## src/rtl/cic_pkg.sv

```systemverilog
// Shared constants and elaboration-time helpers for the CIC decimator.
package cic_pkg;

    localparam int unsigned DEF_N            = 2;
    localparam int unsigned DEF_R            = 16;
    localparam int unsigned DEF_INPUT_WIDTH  = 14;
    localparam int unsigned DEF_OUTPUT_WIDTH = 32;

    // Ceiling log2; returns 0 for v <= 1.
    function automatic int unsigned clog2(input int unsigned v);
        int unsigned res;
        res = 0;
        for (int unsigned i = 0; i < 32; i++) begin
            if ((longint'(1) << i) < longint'(v)) begin
                res = i + 1;
            end
        end
        return res;
    endfunction

    // Internal datapath width: input plus N*log2(R) bits of growth.
    function automatic int unsigned cic_width(input int unsigned in_w,
                                              input int unsigned n,
                                              input int unsigned r);
        return in_w + n * clog2(r);
    endfunction

endpackage

```

## src/rtl/cic_integrator.sv

```systemverilog
// One W-bit wrapping accumulator stage of the CIC integrator cascade.
module cic_integrator #(
    parameter int unsigned W = 22
) (
    input  logic         i_clk,
    input  logic         i_rst,
    input  logic [W-1:0] i_x,
    output logic [W-1:0] o_acc
);

    logic [W-1:0] r_acc;

    // Accumulate every clock; modulo 2^W wrap is intentional.
    always_ff @(posedge i_clk) begin
        if (i_rst) begin
            r_acc <= '0;
        end else begin
            r_acc <= r_acc + i_x;
        end
    end

    assign o_acc = r_acc;

endmodule

```

## src/rtl/cic_v3.sv

```systemverilog
// Decimating N-stage CIC low-pass filter (M=1, gain R^N).
// Optional build macro CIC_INPUT_REG_EN registers inF before the first
// integrator, adding one clock of latency.
module cic_v3
    import cic_pkg::*;
#(
    parameter int unsigned N            = DEF_N,
    parameter int unsigned R            = DEF_R,
    parameter int unsigned INPUT_WIDTH  = DEF_INPUT_WIDTH,
    parameter int unsigned OUTPUT_WIDTH = DEF_OUTPUT_WIDTH
) (
    input  logic                    clk,
    input  logic                    rst,
    input  logic [INPUT_WIDTH-1:0]  inF,
    output logic [OUTPUT_WIDTH-1:0] outF,
    output logic                    d_clk
);

    localparam int unsigned W     = cic_width(INPUT_WIDTH, N, R);
    localparam int unsigned CNT_W = clog2(R);
    localparam int unsigned EXT_W = W - INPUT_WIDTH;

    // ---------------- Input stage ----------------
    logic [INPUT_WIDTH-1:0] w_in;

`ifdef CIC_INPUT_REG_EN
    logic [INPUT_WIDTH-1:0] r_in;

    // Capture the mixer product before integration.
    always_ff @(posedge clk) begin
        if (rst) begin
            r_in <= '0;
        end else begin
            r_in <= inF;
        end
    end

    assign w_in = r_in;
`else
    assign w_in = inF;
`endif

    logic [W-1:0] w_x;
    assign w_x = {{EXT_W{w_in[INPUT_WIDTH-1]}}, w_in};

    // ---------------- Integrator cascade ----------------
    logic [W-1:0] w_integ [N];

    for (genvar k = 0; k < N; k++) begin : g_integ
        logic [W-1:0] w_stage_in;
        if (k == 0) begin : g_first
            assign w_stage_in = w_x;
        end else begin : g_rest
            assign w_stage_in = w_integ[k-1];
        end

        cic_integrator #(
            .W (W)
        ) u_integ (
            .i_clk (clk),
            .i_rst (rst),
            .i_x   (w_stage_in),
            .o_acc (w_integ[k])
        );
    end

    // ---------------- Decimation counter ----------------
    logic [CNT_W-1:0] r_cnt;
    logic             w_dec;

    assign w_dec = (r_cnt == CNT_W'(R - 1));

    // Free-running modulo-R counter; R is a power of two so it wraps naturally.
    always_ff @(posedge clk) begin
        if (rst) begin
            r_cnt <= '0;
        end else begin
            r_cnt <= r_cnt + CNT_W'(1);
        end
    end

    // ---------------- Comb chain ----------------
    logic [W-1:0] r_dly     [N];
    logic [W-1:0] w_comb_in [N];
    logic [W-1:0] w_acc;
    logic [W-1:0] w_comb_out;

    // Combinational difference chain fed by the last integrator.
    always_comb begin
        w_acc = w_integ[N-1];
        for (int k = 0; k < N; k++) begin
            w_comb_in[k] = w_acc;
            w_acc        = w_acc - r_dly[k];
        end
        w_comb_out = w_acc;
    end

    // Comb delay registers advance only at the decimation edge.
    always_ff @(posedge clk) begin
        if (rst) begin
            for (int k = 0; k < N; k++) begin
                r_dly[k] <= '0;
            end
        end else if (w_dec) begin
            for (int k = 0; k < N; k++) begin
                r_dly[k] <= w_comb_in[k];
            end
        end
    end

    // ---------------- Output formatting ----------------
    logic [OUTPUT_WIDTH-1:0] w_out_next;

    if (OUTPUT_WIDTH >= W) begin : g_sext
        assign w_out_next = OUTPUT_WIDTH'($signed(w_comb_out));
    end else begin : g_trunc
        assign w_out_next = w_comb_out[W-1 -: OUTPUT_WIDTH];
    end

    logic [OUTPUT_WIDTH-1:0] r_out;
    logic                    r_dclk;

    // Register the decimated sample and its one-cycle strobe.
    always_ff @(posedge clk) begin
        if (rst) begin
            r_out  <= '0;
            r_dclk <= 1'b0;
        end else begin
            r_dclk <= w_dec;
            if (w_dec) begin
                r_out <= w_out_next;
            end
        end
    end

    assign outF  = r_out;
    assign d_clk = r_dclk;

endmodule

```

## config.mk

```make
export PLATFORM = sky130hd
export DESIGN_NAME = cic_v3
export DESIGN_NICKNAME = d
export VERILOG_FILES = /design/src/rtl/cic_pkg.sv /design/src/rtl/cic_integrator.sv /design/src/rtl/cic_v3.sv
export SDC_FILE = /design/constraint.sdc
export NUM_CORES = 1
export LEC_CHECK = 0
export CORE_AREA = 3 3 154 156
export CTS_CLUSTER_SIZE = 14
export DETAILED_ROUTE_END_ITERATION = 10
export DIE_AREA = 0 0 157 159
export PLACE_DENSITY = 0.58
export SETUP_SLACK_MARGIN = 0.05
export SYNTH_ARGS = -nofsm -noshare
export SYNTH_HDL_FRONTEND = slang
export SYNTH_SLANG_ARGS = --single-unit
```

## constraint.sdc

```tcl
create_clock -name clk -period 10.8 [get_ports clk]
set_clock_uncertainty 0.15 [all_clocks]
set_input_delay 1.08 -clock clk [delete_from_list [all_inputs] [get_ports clk]]
set_output_delay 1.08 -clock clk [all_outputs]
set_load 0.02 [all_outputs]
```

==> qor.txt, run 1 <==
Initial Util = 34.9%
GR Util All Layers = 13.2%
P per Cell Area = 296 nW/um2
post-DR vias/cell = 4.95
syn avg cell area = 8.78 um2
wire length on met2 = 6.64 mm
top-area cell type share of the netlist area = 18.1%
Synth Flop Type = dfxtp_1
die area = 25000 um2
P_int = 1600 uW
max layer used = met4
Max stage delay cell, worst path = fa_1
Die Y = 159 um
CTS tree = yes
Synth Register Bits = 115
Required @ worst endpoint = 10.96 ns
Arrival @ worst endpoint = 4.58 ns
Critical Path Sink = outF[21]
power share of the combinational group = 56.7%
DRT iter0 DRCs = 310
final wirelength = 15.6 mm
Hold-fix buffers, CTS = 0
H-tree Lvls = 4
total iterations of the first detailed-routing run = 5
first-pass GRT wire length = 27.4 mm
Area contributors post-synth = dfxtp_1 18%, edfxtp_1 17%, ha_1 14%, nor2_1 3.8%, inv_1 3.7%
share of post-route cells with drive strength above 1 = 4.53%
commonest non-fill, non-tap cell in the layout = ha_1
sequential-to-total area share from yosys stat = 35.0%
fin. max-slew vios = 0
switching pwr = 1120 uW
Flop pwr share = 21.6%
Routed wire per std cell = 12.6 um
Post-Syn Area = 7850 um2
Max FO, Critical Path = 5
reg2reg start = g_integ[1].u_integ.o_acc[0]
metal3 WL = 397 um
commonest cells after routing, fill and taps aside = 85 x ha_1, 79 x nor2_1, 78 x inv_1
Synth async-reset ratio = 0%
max_cap viols = 0
clock share of power = 21.7%
CTS clk-pin slew, worst paths = 0.05 ns
startpoint types = register
Crit path largest cell delay = 0.41 ns
CTS resizes = 0
Setup Fix Bufs, Post-CTS = 0
FP Rows = 55
CTS max path bufs = 2
Slew headroom = 18.6%
largest net degree at the start of global routing = 56
initial antenna violation count = 0
status = finished, final reports clean
crit path capture type = register
Antenna Cells = 0
M1 wire length = 8.24 mm
crit path time final = 4.42 ns
post-route ant nets = 0
total chip power = 2720 uW
worst-path cell chain = inv_1 > ha_1 > fa_1 > nor2b_1 > o21a_1 > o21a_1 > o21ai_1 > a21oi_1 > o21ai_1 > a21oi_1 > nor2_1 > ha_1 > a21oi_1 > o21ai_1 > a221oi_1 > a31oi_1 > mux2i_1 > nand4bb_1 > a32o_1
Tightest Hold Check Type = register to register
count of final hold-check violations = 0
core box area = 22500 um2
TritonCTS Buffers = 17
CTS Sinks = 115
Setup-failing EPs final = 0
worst skew pair latency = 0.42 ns
Peak VDD IR = 0.115 mV
Worst Tran Pin Value = 1.22 ns
number of global-route vias before repair = 5868
RR Endpoint = outF[21]
Vias = 6112
# DRC = 0
RSZ-0062 raised after global routing = no
post-synthesis cell count = 894
Max Clk Rate = 226 MHz
final period utilization = 40.9%
area delta synth->final = 17.4%
setup TNS = 0 ns
root buffer cell = clkbuf_16
GP Congestion = 0.839
die width = 157 um
cell taking the most area after synthesis = dfxtp_1
Synth cell types = 64
Net Sw Frac = 41.1%
critical path class = register to register
Mapped Nets = 999
reg2reg setup slack = 6.38 ns
I/O Buffers = 48
Post-layout nets = 1042
number of flops mapped to enable cells by yosys = 44
DP Wirelength = 11.7 mm
Synthesis Warnings = 0
Pleak = 0.00392 uW
I/O pin count = 49
GR Overflow Total = 0
Worst setup startpoint = g_integ[1].u_integ.o_acc[0]
Reg2Reg Depth = 19
[state kept, by name, summed over array words and instances, names as in the netlist]
signal,cells
outF,22
r_cnt,4
r_dly,44
d_clk,1
g_integ.u_integ.o_acc,44
[layer usage]
layer  global-route usage, %  up-vias
li1                        -     3295
met1                    18.6     2718
met2                    19.8       79
met3                    2.72       20
met4                    4.97        0
met5                       0        -
[worst min path at each step]
stage | from | cells after the start | slack (ns) | endpoint
after floorplan | r_cnt[0] | 1 | 0.27 | r_cnt[0]
after global placement | outF[10] | 2 | 0.28 | outF[10]
after detailed placement | outF[11] | 2 | 0.29 | outF[11]
after CTS | outF[11] | 2 | 0.30 | outF[11]
after global routing | r_cnt[0] | 1 | 0.32 | r_cnt[0]
final | outF[11] | 2 | 0.29 | outF[11]
[final cells by class]
type | count | area (um2)
clock inverter | 7 | 87.6
timing repair buffer | 52 | 505
tap | 285 | 357
sequential | 115 | 2740
fill | 2190 | 13300
clock buffer | 25 | 549
inverter | 78 | 293
multi-input combinational | 673 | 4670
[metrics by stage]
stage | hold WS [ns] | worst slack, ns | std cells | area, um2 | util [%]
after floorplan | 0.268 | 6.79 | 894 | 7850 | -
after global placement | 0.283 | 6.50 | 1203 | 8570 | 38.1
after detailed placement | 0.288 | 6.40 | 1203 | 8570 | 38.1
after CTS | 0.295 | 6.39 | 1235 | 9210 | 40.9
after global routing | 0.318 | 5.92 | 1235 | 9210 | 40.9
final | 0.290 | 6.38 | 1235 | 9210 | 40.9
[power by group through the flow]
stage,combinational [uW],sequential (uW),clock [uW]
floorplan,1280,569,0
global placement,1530,596,0
detailed placement,1540,598,0
CTS,1550,590,608
global route,1760,600,623
finish,1540,589,591
[cell usage after synthesis, types with 6 or more instances]
cell and instances:
a21oi_1 58, nor2b_1 20, a31oi_1 6, nand3_1 20, or3_1 9, xnor2_1 29, nand2b_1 12, ha_1 85
a211oi_1 14, inv_1 78, nor3_1 28, dfxtp_1 71, clkbuf_1 14, o21ai_1 28, a21o_1 25, and2_1 38
o2111ai_1 6, edfxtp_1 44, nor2_1 79, o211ai_1 7, and3_1 10, o21a_1 15, o21ai_0 32, xor2_1 23
nand2_1 50, buf_4 10, nor3b_1 8
[cell families (layout without fill, tap and decap cells)]
| logic type | count (synthesis) | in the layout | share of synthesized area (%) |
|---|---|---|---|
| AND/OR/NAND/NOR | 292 | 292 | 18.7 |
| AO/OA/AOI/OAI | 234 | 234 | 19.6 |
| flip-flops | 115 | 115 | 35.0 |
| buffers and inverters | 106 | 162 | 5.55 |
| adder cells (fa/ha/maj) | 89 | 89 | 14.6 |
| XOR/XNOR | 52 | 52 | 5.80 |
| multiplexers | 6 | 6 | 0.797 |
[critical path: cells and delay by family (launching register included)]
kind | cells | cell delay, ns
simple gates | 3 | 0.40
flops | 1 | 0.33
fa+ha+maj | 3 | 0.95
mux | 1 | 0.18
buf+inv | 1 | 0.06
compound gates | 11 | 2.21
No activity file was read; power rests on OpenSTA's default activity.
==> run 2, diff against run 1 <==
- PLACE_DENSITY: 0.58 -> 0.6
- clock period: 10.8 -> 3.7 ns (I/O delays scaled with it)
==> qor.txt, run 2 (synthesized netlist as in run 1, its figures left out) <==
violated checks = negative setup slack
reg2reg setup slack = -0.31 ns
DRT iter0 DRCs = 282
number of global-route vias before repair = 6156
Antenna Cells = 0
Peak VDD IR = 0.449 mV
Setup-failing EPs final = 8
I/O Buffers = 48
startpoint types = register
Pleak = 0.00436 uW
die width = 157 um
max_cap viols = 0
Max Clk Rate = 250 MHz
post-DR vias/cell = 4.89
final wirelength = 17.0 mm
Max stage delay cell, worst path = ha_1
Max FO, Critical Path = 3
final period utilization = 108%
PnR worst setup slack = -0.308 ns
GR Overflow Total = 0
worst-path cell chain = inv_1 > ha_2 > fa_2 > nor2b_2 > o21a_1 > o21a_1 > buf_4 > o2111a_2 > o31ai_4 > a21oi_2 > xor2_2 > ha_1 > nand3_2 > nor3_2 > nand3_2 > a31oi_4 > mux2i_1 > o2bb2ai_1 > a32o_1
Slew headroom = 56.2%
crit path capture type = register
RSZ-0062 raised after global routing = yes
core box area = 22500 um2
Post-layout nets = 1120
met2 usage in global routing = 21.0%
post-route ant nets = 0
count of final hold-check violations = 0
TritonCTS Buffers = 17
grt peak-use layer = met2
CTS clk-pin slew, worst paths = 0.06 ns
share of post-route cells with drive strength above 1 = 17.6%
critical path class = register to register
total iterations of the first detailed-routing run = 4
DP Wirelength = 12.5 mm
fin area = 10200 um2
Tightest Hold Check Type = register to register
GR Util All Layers = 13.7%
setup TNS = -1.13 ns
H-tree Lvls = 4
commonest cells after routing, fill and taps aside = 79 x ha_1, 77 x inv_1, 77 x nor2_1, 77 x buf_4, 71 x dfxtp_1
# DRC = 0
Worst Tran Pin Value = 0.657 ns
area delta synth->final = 29.7%
P per Cell Area = 961 nW/um2
Vias = 6415
I/O pin count = 49
Routed wire per std cell = 12.9 um
die area = 25000 um2
fill count = 2180
status = finished, violations left
Initial Util = 34.9%
first-pass GRT wire length = 28.4 mm
GR Layer Usage met1 = 18.5%
final core utilization = 45.2%
largest net degree at the start of global routing = 55
Die Y = 159 um
pre-CTS setup slack = -0.306 ns
root buffer cell = clkbuf_16
cell family with most CP delay = compound AO/OA/AOI/OAI gates
Buf+Inv Stages, Crit Path = 2
placed inst area = 9090 um2
commonest non-fill, non-tap cell in the layout = ha_1
CTS Sinks = 115
worst skew pair latency = 0.43 ns
Crit path largest cell delay = 0.33 ns
FP Rows = 55
crit path time final = 4.01 ns
Arrival @ worst endpoint = 4.18 ns
Required @ worst endpoint = 3.87 ns
met3 usage = 3.10%
CTS tree = yes
CTS max path bufs = 2
initial antenna violation count = 0
GP Congestion = 0.864
fin. max-slew vios = 0
==> run 2: cell types whose count changed in the layout (fill, tap and decap cells not counted), moves of 4 or more <==
cell and change:
a21oi_1 -13, a21oi_2 +12, buf_4 +73, buf_6 +5, ha_1 -6, ha_4 +4, nand3_1 -4, nand3_2 +4
o21ai_1 -5, o21ai_2 +6
==> run 2: cell type report <==
type	instances	area [um2]	area share, %
Clock buffer	23	489	4.81
Clock inverter	9	150	1.47
Inverter	78	293	2.88
Multi-Input combinational cell	673	5040	49.5
Sequential cell	115	2740	26.9
Tap cell	285	357	3.50
Timing Repair Buffer	130	1110	10.9
==> run 2: worst min-delay path, stage by stage, from the launching register on <==
cell     delay [ns]
dfxtp_1        0.30
nand2_1        0.05
o21ai_1        0.05
==> run 2: path summary, 6_finish.rpt <==
check | to | from | cells past startpoint
max | outF[21] | g_integ[1].u_integ.o_acc[0] | 19
min | outF[11] | outF[11] | 2
max reg2reg | outF[21] | g_integ[1].u_integ.o_acc[0] | 19
min reg2reg | outF[11] | outF[11] | 2
==> run 2: per-layer routing <==
metal / wire, um / share of wire, %
met1: 8540 / 50
met2: 7780 / 46
met3: 382 / 2.2
met4: 297 / 1.7
met5: 0 / 0
==> run 2: through the flow <==
stage	hold WS (ns)	power [uW]	std cells
4_1_cts	0.295	9170	1305
3_3_place_gp	0.284	7010	1267
6_report	0.291	9780	1313
5_1_grt	0.308	10600	1313
2_1_floorplan	0.268	5460	894
3_5_place_dp	0.289	7060	1267
==> run 2: report_power, final <==
part | switching, uW | total, uW | internal [uW]
logic | 3160 | 6300 | 3140
registers | 172 | 1710 | 1530
clock network | 576 | 1770 | 1200
total | 3910 | 9780 | 5870
==> run 2: timing repair <==
item	in CTS	in global routing
gates resized for setup	17	52
buffers inserted	6	8
pin swaps	14	21
setup endpoints to repair	9	12
hold buffers	0	0
